`src/rtl/aes_gf_inverter_if.sv`:
```
`default_nettype none
// ============================================================================
// Module      : aes_gf_inverter_if
// Description : Handshake and data bundle for the AES composite-field
//               inverter. The slave modport is the inverter's view; the
//               master modport is the view of whoever drives operands and
//               consumes results.
//               flush_i            synchronous pipeline flush
//               valid_i/ready_o    operand handshake, operand_i[7:0]
//               valid_o/ready_i    result handshake, inverse_o[7:0]
//               count_o[15:0]      completed-transfer count, present only
//                                  when AES_INV_PERF_CNT_EN is defined
// Revision    : 1.0 - initial release
// ============================================================================
interface aes_gf_inverter_if;
    logic        flush_i;
    logic        valid_i;
    logic        ready_o;
    logic [7:0]  operand_i;
    logic        valid_o;
    logic        ready_i;
    logic [7:0]  inverse_o;
`ifdef AES_INV_PERF_CNT_EN
    logic [15:0] count_o;
`endif

    modport slave (
        input  flush_i, valid_i, operand_i, ready_i,
        output ready_o, valid_o, inverse_o
`ifdef AES_INV_PERF_CNT_EN
        , output count_o
`endif
    );

    modport master (
        output flush_i, valid_i, operand_i, ready_i,
        input  ready_o, valid_o, inverse_o
`ifdef AES_INV_PERF_CNT_EN
        , input  count_o
`endif
    );
endinterface
`default_nettype wire

```
`src/rtl/aes_gf_inverter.sv`:
```
`default_nettype none
// ============================================================================
// Module      : aes_gf_inverter
// Description : Three-stage pipelined multiplicative inverter for the AES
//               composite field GF((2^4)^2). GF(2^4) uses x^4+x+1 and the
//               extension uses y^2+y+lambda with lambda = 4'hC.
//               Ports: clk_i  - clock, rising edge
//                      rst_i  - synchronous active-high reset
//                      bus    - aes_gf_inverter_if.slave (operand/result
//                               handshakes, flush, optional count)
//               Optional feature macro: AES_INV_PERF_CNT_EN adds a 16-bit
//               saturating count of output transfers on bus.count_o.
// Revision    : 1.0 - initial release
// ============================================================================
module aes_gf_inverter (
    input  wire logic        clk_i,
    input  wire logic        rst_i,
    aes_gf_inverter_if.slave bus
);

    localparam logic [3:0] C_LAMBDA = 4'hC;

    // GF(2^4) multiply, shift-and-add with reduction by x^4 = x + 1.
    function automatic logic [3:0] gf4_mul(input logic [3:0] a, input logic [3:0] b);
        logic [3:0] p;
        logic [3:0] aa;
        p  = 4'h0;
        aa = a;
        for (int i = 0; i < 4; i++) begin
            if (b[i]) p = p ^ aa;
            aa = {aa[2:0], 1'b0} ^ (aa[3] ? 4'h3 : 4'h0);
        end
        return p;
    endfunction

    // Squaring is linear in GF(2^4), so it reduces to a few XORs.
    function automatic logic [3:0] gf4_sq(input logic [3:0] a);
        return {a[3], a[3] ^ a[1], a[2], a[2] ^ a[0]};
    endfunction

    // GF(2^4) inverse as a table; zero maps to zero.
    function automatic logic [3:0] gf4_inv(input logic [3:0] a);
        logic [3:0] r;
        case (a)
            4'h1:    r = 4'h1;
            4'h2:    r = 4'h9;
            4'h3:    r = 4'hE;
            4'h4:    r = 4'hD;
            4'h5:    r = 4'hB;
            4'h6:    r = 4'h7;
            4'h7:    r = 4'h6;
            4'h8:    r = 4'hF;
            4'h9:    r = 4'h2;
            4'hA:    r = 4'hC;
            4'hB:    r = 4'h5;
            4'hC:    r = 4'hA;
            4'hD:    r = 4'h4;
            4'hE:    r = 4'h3;
            4'hF:    r = 4'h8;
            default: r = 4'h0;
        endcase
        return r;
    endfunction

    // Valid bits
    logic       r_v1, r_v2, r_v3;
    // Stage data (no reset needed: qualified by the valid bits)
    logic [3:0] r_ah1, r_al1, r_d1;
    logic [3:0] r_ah2, r_al2, r_dinv2;
    logic [7:0] r_inv3;

    logic       w_adv;
    logic [3:0] w_ah, w_al, w_d;

    // The whole pipeline advances unless the output is held by backpressure.
    assign w_adv = !r_v3 || bus.ready_i;

    assign w_ah = bus.operand_i[7:4];
    assign w_al = bus.operand_i[3:0];
    assign w_d  = gf4_mul(C_LAMBDA, gf4_sq(w_ah)) ^ gf4_mul(w_ah, w_al) ^ gf4_sq(w_al);

    always_ff @(posedge clk_i) begin
        if (rst_i || bus.flush_i) begin
            r_v1 <= 1'b0;
            r_v2 <= 1'b0;
            r_v3 <= 1'b0;
        end else if (w_adv) begin
            r_v1 <= bus.valid_i;
            r_v2 <= r_v1;
            r_v3 <= r_v2;
        end
    end

    always_ff @(posedge clk_i) begin
        if (w_adv) begin
            r_ah1   <= w_ah;
            r_al1   <= w_al;
            r_d1    <= w_d;
            r_ah2   <= r_ah1;
            r_al2   <= r_al1;
            r_dinv2 <= gf4_inv(r_d1);
            r_inv3  <= {gf4_mul(r_ah2, r_dinv2), gf4_mul(r_ah2 ^ r_al2, r_dinv2)};
        end
    end

    assign bus.ready_o   = w_adv;
    assign bus.valid_o   = r_v3;
    assign bus.inverse_o = r_inv3;

`ifdef AES_INV_PERF_CNT_EN
    logic [15:0] r_count;

    // Counts output transfers, saturating; flush leaves it alone.
    always_ff @(posedge clk_i) begin
        if (rst_i) begin
            r_count <= 16'h0000;
        end else if (r_v3 && bus.ready_i && (r_count != 16'hFFFF)) begin
            r_count <= r_count + 16'h0001;
        end
    end

    assign bus.count_o = r_count;
`endif

endmodule
`default_nettype wire

```
`src/flat_wrapper.sv`:
```
// flat-port wrapper written by rule: the top's interface ports become plain ports
module aes_gf_inverter_flat 
  (clk_i, rst_i, bus_flush_i, bus_valid_i, bus_operand_i, bus_ready_i, bus_ready_o, bus_valid_o, bus_inverse_o);
  aes_gf_inverter_if bus_i ();
  input  wire logic clk_i;
  input  wire logic rst_i;
  input wire logic [$bits(bus_i.flush_i)-1:0] bus_flush_i;
  input wire logic [$bits(bus_i.valid_i)-1:0] bus_valid_i;
  input wire logic [$bits(bus_i.operand_i)-1:0] bus_operand_i;
  input wire logic [$bits(bus_i.ready_i)-1:0] bus_ready_i;
  output wire logic [$bits(bus_i.ready_o)-1:0] bus_ready_o;
  output wire logic [$bits(bus_i.valid_o)-1:0] bus_valid_o;
  output wire logic [$bits(bus_i.inverse_o)-1:0] bus_inverse_o;
  assign bus_i.flush_i = bus_flush_i;
  assign bus_i.valid_i = bus_valid_i;
  assign bus_i.operand_i = bus_operand_i;
  assign bus_i.ready_i = bus_ready_i;
  assign bus_ready_o = bus_i.ready_o;
  assign bus_valid_o = bus_i.valid_o;
  assign bus_inverse_o = bus_i.inverse_o;
  aes_gf_inverter u_core (.clk_i(clk_i), .rst_i(rst_i), .bus(bus_i));
endmodule
```
`config.mk`:
```
export PLATFORM = sky130hd
export DESIGN_NAME = aes_gf_inverter_flat
export DESIGN_NICKNAME = d
export VERILOG_FILES = /design/src/rtl/aes_gf_inverter_if.sv /design/src/rtl/aes_gf_inverter.sv /design/src/flat_wrapper.sv
export SDC_FILE = /design/constraint.sdc
export NUM_CORES = 1
export LEC_CHECK = 0
export BUFFER_PORTS_ARGS = -buffer_cell sky130_fd_sc_hd__buf_2
export CELL_PAD_IN_SITES_DETAIL_PLACEMENT = 0
export CELL_PAD_IN_SITES_GLOBAL_PLACEMENT = 1
export CORE_MARGIN = 1.5
export CORE_UTILIZATION = 30
export DETAILED_ROUTE_END_ITERATION = 12
export PLACE_DENSITY_LB_ADDON = 0.12
export SETUP_SLACK_MARGIN = 0.15
export SKIP_LAST_GASP = 1
export SLEW_MARGIN = 15
export SYNTH_ARGS = -nofsm -noshare
export SYNTH_HDL_FRONTEND = slang
export SYNTH_SLANG_ARGS = --single-unit
```
`constraint.sdc`:
```
create_clock -name clk_i -period 4.3 [get_ports clk_i]
set_input_delay 0.86 -clock clk_i [delete_from_list [all_inputs] [get_ports clk_i]]
set_output_delay 0.86 -clock clk_i [all_outputs]
set_load 0.01 [all_outputs]
```
==> results of run 1 <==
==> worst paths after layout <==
kind	from	end	slack, ps	cells after the start
worst min register to register	u_core.r_al1[2]$_DFFE_PP_	u_core.r_al2[2]$_DFFE_PP_	420	0
worst min-delay path	u_core.r_al1[2]$_DFFE_PP_	u_core.r_al2[2]$_DFFE_PP_	420	0
worst max-delay path	bus_ready_i	bus_ready_o	1720	5
worst max register to register	u_core.r_ah2[2]$_DFFE_PP_	u_core.bus.inverse_o[1]$_DFFE_PP_	2380	4
==> state kept, by name, summed over array words and instances (netlist names) <==
register,flops
u_core.bus.inverse_o,8
u_core.bus.valid_o,1
u_core.r_v1,1
u_core.r_d1,4
u_core.r_ah2,4
u_core.r_v2,1
u_core.r_dinv2,4
u_core.r_al1,4
u_core.r_ah1,4
u_core.r_al2,4
==> logic make-up (layout without fill, tap and decap cells) <==
group	count (synthesis)	in the layout	synth area share
buf+inv	17	38	0.0326
fa+ha+maj	7	7	0.0415
xor+xnor	36	36	0.192
compound gates	25	25	0.0771
simple gates	62	62	0.133
flops	35	35	0.484
mux	7	7	0.0403
==> layout by cell type (no fill, tap or decap), types with 2 or more instances in the layout <==
master     synthesis  routed
a211oi_1           2       2
a21oi_1           10      10
a22oi_1            2       2
buf_2              4      22
bufinv_16          0       2
clkbuf_8           0       5
dfxtp_1            3       3
edfxtp_1          32      32
ha_1               7       7
inv_1              7       7
mux2_2             2       2
mux2i_1            4       4
nand2_1           32      32
nand2b_1           4       4
nor2_1            12      12
nor2b_1            6       6
nor3_1             3       3
nor3b_1            2       2
o21ai_0            2       2
xnor2_1           19      19
xnor3_1            4       4
xor2_1            10      10
xor2_2             2       2
==> power by group through the flow <==
stage | combinational [uW] | sequential (uW) | clock (uW)
3_3_place_gp | 408 | 564 | 0
2_1_floorplan | 337 | 541 | 0
6_report | 408 | 558 | 353
3_5_place_dp | 414 | 566 | 0
5_1_grt | 456 | 571 | 377
4_1_cts | 414 | 558 | 367
==> routing by layer <==
metal	vias up	track usage
li1	688	-
met1	666	0.116
met2	18	0.183
met3	4	0.0313
met4	0	0.0352
met5	-	0
==> stage by stage <==
stage,std cells,total power [uW]
after floorplan,189,878
after global placement,298,972
after detailed placement,298,979
after CTS,306,1340
after global routing,306,1400
final,306,1320
==> area by class of cell <==
type                       instances  area (um^2)
clock buffer                       5         68.8
multi-input combinational        137         1020
inverter                           7         26.3
timing repair buffer              23          118
tap                               96          120
fill                             687         4350
clock inverter                     3         67.6
sequential                        35         1020
==> worst max-delay path: stages <==
cell and delay [ps]:
buf_2 90, nor2b_1 220, inv_1 60, buf_4 270
buf_2 200
==> metrics.yaml, run 1 <==
clock_network:
  cts_tree: "yes"
  clkSlewWorstSetupHoldPaths_ps: 80
  post_cts_resized: 0
  h-tree-depth: 2
  cts_buffers: 5
  clock_path_buffers: 2
  cts_hold_buf: 0
  cts-root-buf: "clkbuf_8"
  clock_latency_ps: 280
  cts_setup_buffers: 0
  clock-sinks: 35
floorplan:
  die_height_um: 86.9
  die_area_um2: 7540
  io_pins: 23
  rows: 30
  start_util: 0.310
  die_w_um: 86.9
  coreArea_um2: 6790
placed_design:
  dpl_cell_area_um2: 2300
  gp_congestion: 0.788
  dp_hpwl_um: 2530
  dpl_worst_slack_ps: 1730
  port_buffers: 22
logic_synthesis:
  async_flop_share: 0
  yosysWarnings: 0
  ys.flop_type: "edfxtp_1"
  netlist.area_leader.share: 0.456
  synth_area_per_cell_um2: 11.2
  synth_top_area_cell: "edfxtp_1"
  synth_commonest_cells: "32 x edfxtp_1, 32 x nand2_1, 19 x xnor2_1, 12 x nor2_1"
  ys_types: 36
  synth_area_leaders: "edfxtp_1 46%, xnor2_1 7.9%, nand2_1 5.7%, xnor3_1 4.3%, ha_1 4.2%"
  syn_inst: 189
  synth_area_um2: 2110
  yosysSeqAreaShare: 0.484
  synth_edf_count: 32
  synth_fp_nets: 209
  synth_seq_cells: 35
final_layout:
  syn2layout_area_growth_pct: 15.7
  drive_gt1_frac: 0.186
  diodes: 0
  fin_nets: 229
  fin_util: 0.359
  finalInstanceArea_um2: 2440
global_routing:
  antenna_found_initial: 0
  grt_max_degree: 35
  grt_pass1_wl_um: 5970
  grt_pass1_vias: 1300
  track_usage: 0.103
  grt_overflow: 0
pwr:
  p_switching_uw: 381
  power.share.switching: 0.289
  p_leak_uw: 0.000981
  clkPwrFrac: 0.268
  internal_power_uw: 938
  power.share.combinational: 0.309
  power_frac_seq: 0.423
  vdd_drop_max_mv: 0.129
  power_density_nw_per_um2: 541
worst_setup_path:
  end_kind: "output pin"
  worst-path-max-fanout: 34
  required_ps: 3440
  start_kind: "input pin"
  crit_type: "input pin to output pin"
  cp.arrival_ps: 1720
timing:
  slew_violations: 0
  hold_viol: 0
  post-route-period-util: 0.600
  slew-limit-headroom: 0.700
  holdWs_ps: 422
  fin_ws_ps: 1720
  finClkSkew_ps: 9.54
  rsz0062_at_grt: "no"
  tightest_slew_ps: 450
  max_freq_mhz: 387
  finalSetupViolCount: 0
  setup_tns_ps: 0
  fin_crit_ps: 2580
routing:
  drc: 0
  wl_um: 3620
  drtPass1Iterations: 5
  top_layer: "met4"
  wl_per_cell_um: 11.8
  drt-met1-wl_um: 1660
  ant_nets: 0
  dr_wl_met3_um: 89
  vias: 1376
  drt_iter0_drc: 61
  wl_met2_um: 1820
  via_per_inst: 4.50
min_path:
  hp-class: "flip-flop to flip-flop"
run_status:
  status: "finished, final reports clean"
flow_run:
  max-cap-violations: 0
Power figures use the tool's default switching activity.
==> inputs of run 2 (changes only) <==
==> constraint.sdc (replaced) <==
create_clock -name clk_i -period 2.2 [get_ports clk_i]
set_input_delay 0.44 -clock clk_i [delete_from_list [all_inputs] [get_ports clk_i]]
set_output_delay 0.44 -clock clk_i [all_outputs]
set_load 0.01 [all_outputs]
==> metrics.yaml, run 2 (synthesis gave the netlist of run 1 again) <==
clock_network:
  cts-root-buf: "clkbuf_8"  # unchanged
  clock_path_buffers: 2  # unchanged
  clock-sinks: 35  # unchanged
  cts_hold_buf: 0  # unchanged
  cts_setup_buffers: 0  # unchanged
  cts_tree: "yes"  # unchanged
  post_cts_resized: 0  # unchanged
  h-tree-depth: 2  # unchanged
  cts_buffers: 5  # unchanged
  clock_latency_ps: 290  # was 280 ps
  clkSlewWorstSetupHoldPaths_ps: 80  # about the same
worst_setup_path:
  crit_chain: "xor2_4 -> a21o_2 -> a32oi_1 -> xnor3_1"  # was buf_2 -> nor2b_1 -> inv_1 -> buf_4 -> buf_2
  worst-path-max-fanout: 9  # was 34
  crit_type: "flip-flop to flip-flop"  # was input pin to output pin
  reg2reg_depth: 4  # unchanged
  cp.arrival_ps: 1940  # was 1720 ps
  required_ps: 2230  # was 3440 ps
  path_buf_inv: 0  # was 4
  end_kind: "flip-flop"  # was output pin
  critPathSlowestCell: "edfxtp_1"  # was buf_4
  crit_family: "XOR/XNOR gates"  # was buffers and inverters
  crit_cells: 4  # was 5
  max_stage_delay_ps: 580  # was 270 ps
  start_kind: "flip-flop"  # was input pin
placed_design:
  gp_congestion: 0.825  # was 0.788
  dp_hpwl_um: 2700  # was 2530 um
  port_buffers: 22  # unchanged
  dpl_cell_area_um2: 2310  # was 2300 um^2
timing:
  hold_viol: 0  # unchanged
  finalSetupViolCount: 0  # unchanged
  slew-limit-headroom: 0.717  # was 0.700
  setup_tns_ps: 0  # unchanged
  rsz0062_at_grt: "no"  # unchanged
  fin_crit_ps: 1910
  slew_violations: 0  # unchanged
  max_freq_mhz: 523
  tightest_slew_ps: 424  # was 450 ps
  finClkSkew_ps: 9.62  # was 9.54 ps
  post-route-period-util: 0.869
floorplan:
  coreArea_um2: 6790  # unchanged
  die_w_um: 86.9  # unchanged
  io_pins: 23  # unchanged
  rows: 30  # unchanged
  die_area_um2: 7540  # unchanged
  die_height_um: 86.9  # unchanged
  start_util: 0.310  # unchanged
routing:
  drtPass1Iterations: 4  # was 5
  wl_per_cell_um: 11.8  # about the same
  vias: 1332  # was 1376
  wl_um: 3620  # about the same
  via_per_inst: 4.34  # was 4.50
  drc: 0  # unchanged
  ant_nets: 0  # unchanged
  drt_iter0_drc: 34  # was 61
final_layout:
  diodes: 0  # unchanged
  final_cell_mix: "32 x nand2_1, 32 x edfxtp_1, 22 x buf_2"  # unchanged
  multi_input_area_um2: 1020  # unchanged
  fin_nets: 230  # was 229
  largest_reg_flops: 8  # unchanged
  fin_util: 0.357  # was 0.359
  finalInstanceArea_um2: 2430  # was 2440 um^2
  seq_area_um2: 1020  # unchanged
  drive_gt1_frac: 0.190  # was 0.186
  n_fill_cell: 666  # was 687
  syn2layout_area_growth_pct: 15.1  # was 15.7%
min_path:
  hold_path_depth: 2  # was 0
  hp-class: "input pin to flip-flop"  # was flip-flop to flip-flop
flow_run:
  max-cap-violations: 0  # unchanged
global_routing:
  grt_pass1_vias: 1287  # was 1300
  grt_pass1_wl_um: 5950  # was 5970 um
  track_usage: 0.103  # about the same
  antenna_found_initial: 0  # unchanged
  grt_max_degree: 21  # was 35
  grt_overflow: 0  # unchanged
pwr:
  vdd_drop_max_mv: 0.263  # was 0.129 mV
  power_density_nw_per_um2: 1020  # was 541 nW/um^2
  p_leak_uw: 0.000976  # was 0.000981 uW
run_status:
  status: "finished, final reports clean"  # unchanged
run 2: final timing paths:
| path | startpoint | end | slack, ps |
|---|---|---|---|
| max | u_core.r_ah2[2]$_DFFE_PP_ | u_core.bus.inverse_o[1]$_DFFE_PP_ | 290 |
| min | rst_i | u_core.r_v2$_SDFFE_PP0P_ | 330 |
| max reg2reg | u_core.r_ah2[2]$_DFFE_PP_ | u_core.bus.inverse_o[1]$_DFFE_PP_ | 290 |
| min reg2reg | u_core.r_al1[1]$_DFFE_PP_ | u_core.r_al2[1]$_DFFE_PP_ | 420 |
run 2: where the power goes:
group / internal (uW) / switching [uW] / total, uW
combinational: 445 / 355 / 800
clock: 341 / 247 / 588
sequential: 936 / 147 / 1080
total: 1720 / 749 / 2470
run 2: final cells by class:
cell class / instances / area share
Inverter: 7 / 0.0108
Multi-Input combinational cell: 137 / 0.420
Tap cell: 96 / 0.0495
Sequential cell: 35 / 0.421
Timing Repair Buffer: 24 / 0.0515
Clock buffer: 5 / 0.0284
Clock inverter: 3 / 0.0191
run 2: routing by layer:
metal  up-vias  wire, um  track usage  share of wire
li1        685         -            -              -
met1       630      1640        0.120           0.45
met2        15      1870        0.180           0.52
met3         2        74       0.0284          0.020
met4         0        36       0.0396          0.010
met5         -         0            0              0
run 2: metrics by stage:
| stage | total power [uW] | std cells | hold WS, ps | worst slack, ps |
|---|---|---|---|---|
| after floorplan | 1720 | 189 | 400 | 493 |
| after global placement | 1910 | 299 | 402 | 349 |
| after detailed placement | 1910 | 299 | 410 | 265 |
| after CTS | 2510 | 307 | 320 | 258 |
| after global routing | 2630 | 307 | 322 | 186 |
| final | 2470 | 307 | 335 | 289 |
run 2: worst register-to-register path, delay by kind of cell, from the launching register on:
kind / cells / cell delay (ps)
AO/OA/AOI/OAI: 2 / 420
flip-flops: 1 / 580
XOR/XNOR: 2 / 660
==> inputs of run 3 (changes only) <==
--- a/config.mk
+++ b/config.mk
@@ -9,8 +9,10 @@
 export CELL_PAD_IN_SITES_DETAIL_PLACEMENT = 0
 export CELL_PAD_IN_SITES_GLOBAL_PLACEMENT = 1
 export CORE_MARGIN = 1.5
-export CORE_UTILIZATION = 30
+export CORE_UTILIZATION = 40
+export CTS_BUF_LIST = sky130_fd_sc_hd__clkbuf_8
 export DETAILED_ROUTE_END_ITERATION = 12
+export MAX_ROUTING_LAYER = met4
 export PLACE_DENSITY_LB_ADDON = 0.12
 export SETUP_SLACK_MARGIN = 0.15
 export SKIP_LAST_GASP = 1
==> metrics.yaml, run 3 (synthesis gave the netlist of run 1 again) <==
timing:
  finClkSkew_ps: 4.06  # was 9.62 ps
  slew-limit-headroom: 0.727  # was 0.717
  max_freq_mhz: 529  # was 523 MHz
  hold_viol: 0  # unchanged
  slew_violations: 0  # unchanged
  post-route-period-util: 0.860  # was 0.869
  tightest_slew_ps: 410  # was 424 ps
  fin_crit_ps: 1890  # was 1910 ps
  rsz0062_at_grt: "no"  # unchanged
  finalSetupViolCount: 0  # unchanged
  setup_tns_ps: 0  # unchanged
routing:
  drc: 0  # unchanged
  wl_per_cell_um: 11.9  # was 11.8 um
  via_per_inst: 4.81  # was 4.34
  wl_um: 3330  # was 3620 um
  ant_nets: 0  # unchanged
  drt_iter0_drc: 26  # was 34
  drtPass1Iterations: 5  # was 4
  vias: 1347  # was 1332
run_status:
  status: "finished, final reports clean"  # unchanged
worst_setup_path:
  r2r_end: "u_core.bus.inverse_o[1]$_DFFE_PP_"  # unchanged
  endpoint: "u_core.bus.inverse_o[1]$_DFFE_PP_"  # unchanged
  reg2reg_depth: 4  # unchanged
  timing.rr.start: "u_core.r_ah2[2]$_DFFE_PP_"  # unchanged
  ff2ff_setup_slack_ps: 310  # was 290 ps
  cp.arrival_ps: 1910  # was 1940 ps
  crit_type: "flip-flop to flip-flop"  # unchanged
  startpoint: "u_core.r_ah2[2]$_DFFE_PP_"  # unchanged
  required_ps: 2220  # was 2230 ps
  start_kind: "flip-flop"  # unchanged
  worst-path-max-fanout: 9  # unchanged
  end_kind: "flip-flop"  # unchanged
clock_network:
  cts_tree: "yes"  # unchanged
  clkSlewWorstSetupHoldPaths_ps: 70  # was 80 ps
  clock_latency_ps: 270  # was 290 ps
  cts_hold_buf: 0  # unchanged
  clock-sinks: 35  # unchanged
  post_cts_resized: 0  # unchanged
  cts_buffers: 5  # unchanged
  h-tree-depth: 2  # unchanged
  cts-root-buf: "clkbuf_8"  # unchanged
  cts_setup_buffers: 0  # unchanged
  clock_path_buffers: 2  # unchanged
final_layout:
  drive_gt1_frac: 0.181  # was 0.190
  fin_nets: 229  # was 230
  diodes: 0  # unchanged
  largest_reg_flops: 8  # unchanged
  finalInstanceArea_um2: 2380  # was 2430 um^2
  syn2layout_area_growth_pct: 12.8  # was 15.1%
  n_fill_cell: 486  # was 666
  final_cell_mix: "32 x nand2_1, 32 x edfxtp_1, 22 x buf_2"  # unchanged
floorplan:
  io_pins: 23  # unchanged
  start_util: 0.413  # was 0.310
  die_height_um: 75.6  # was 86.9 um
  rows: 26  # was 30
  die_area_um2: 5720  # was 7540 um^2
  coreArea_um2: 5110  # was 6790 um^2
  die_w_um: 75.6  # was 86.9 um
min_path:
  hp-class: "input pin to flip-flop"  # unchanged
pwr:
  p_leak_uw: 0.000973  # was 0.000976 uW
  power_density_nw_per_um2: 1020  # about the same
  vdd_drop_max_mv: 0.352  # was 0.263 mV
global_routing:
  grt_pass1_wl_um: 5440  # was 5950 um
  antenna_found_initial: 0  # unchanged
  track_usage: 0.130  # was 0.103
  grt_overflow: 0  # unchanged
  grt_pass1_vias: 1240  # was 1287
  grt_max_degree: 26  # was 21
placed_design:
  gp_congestion: 0.759  # was 0.825
  dpl_cell_area_um2: 2270  # was 2310 um^2
  port_buffers: 22  # unchanged
  dp_hpwl_um: 2520  # was 2700 um
flow_run:
  max-cap-violations: 0  # unchanged
-- run 3: changes by cell type in the layout (fill, tap and decap cells not counted), sizes merged --
| cell | previous run | this run |
|---|---|---|
| clkinv | 0 | 2 |
| inv | 8 | 7 |
| buf | 24 | 23 |
| clkinvlp | 1 | 0 |
-- run 3: layer usage --
| metal | up-vias | track usage | part of all wire |
|---|---|---|---|
| met5 | - | - | 0 |
| met4 | 0 | 0.0357 | 0.0078 |
| met3 | 2 | 0.0238 | 0.026 |
| met2 | 23 | 0.232 | 0.53 |
| met1 | 632 | 0.150 | 0.44 |
| li1 | 690 | - | - |
-- run 3: cell type report --
| cell class | instances | area, um^2 | area share |
|---|---|---|---|
| well taps | 70 | 87.6 | 0.0368 |
| flip-flops and latches | 35 | 1020 | 0.429 |
| multi-input cells | 137 | 1020 | 0.428 |
| inverters | 7 | 26.3 | 0.0110 |
| repair buffers | 23 | 118 | 0.0494 |
| clock inverters | 3 | 38.8 | 0.0163 |
| clock buffers | 5 | 68.8 | 0.0289 |
-- run 3: critical path, stage by stage (launching register included) --
cell,delay [ps]
edfxtp_1,570
xor2_4,250
a21o_2,210
a32oi_1,210
xnor3_1,410
-- run 3: worst min path at each step --
| stage | slack (ps) | start | endpoint | cells after the start |
|---|---|---|---|---|
| 2_1_floorplan | 400 | u_core.r_ah1[0]$_DFFE_PP_ | u_core.r_ah2[0]$_DFFE_PP_ | 0 |
| 3_3_place_gp | 400 | u_core.r_al1[0]$_DFFE_PP_ | u_core.r_al2[0]$_DFFE_PP_ | 0 |
| 3_5_place_dp | 410 | u_core.r_al1[1]$_DFFE_PP_ | u_core.r_al2[1]$_DFFE_PP_ | 0 |
| 4_1_cts | 340 | rst_i | u_core.r_v2$_SDFFE_PP0P_ | 2 |
| 5_1_grt | 340 | rst_i | u_core.r_v2$_SDFFE_PP0P_ | 2 |
| 6_report | 350 | rst_i | u_core.r_v1$_SDFFE_PP0P_ | 2 |
-- run 3: power by group --
group	switching (uW)	total [uW]	internal, uW
combinational	351	797	445
sequential	147	1080	936
clock	216	547	331
-- run 3: stage by stage --
step	hold slack [ps]	util	setup slack (ps)	instances	power (uW)
after floorplan	400	-	493	189	1720
after global placement	403	0.445	352	272	1890
after detailed placement	407	0.445	301	272	1900
after CTS	340	0.466	298	280	2450
after global routing	335	0.466	269	280	2600
final	351	0.466	309	280	2430
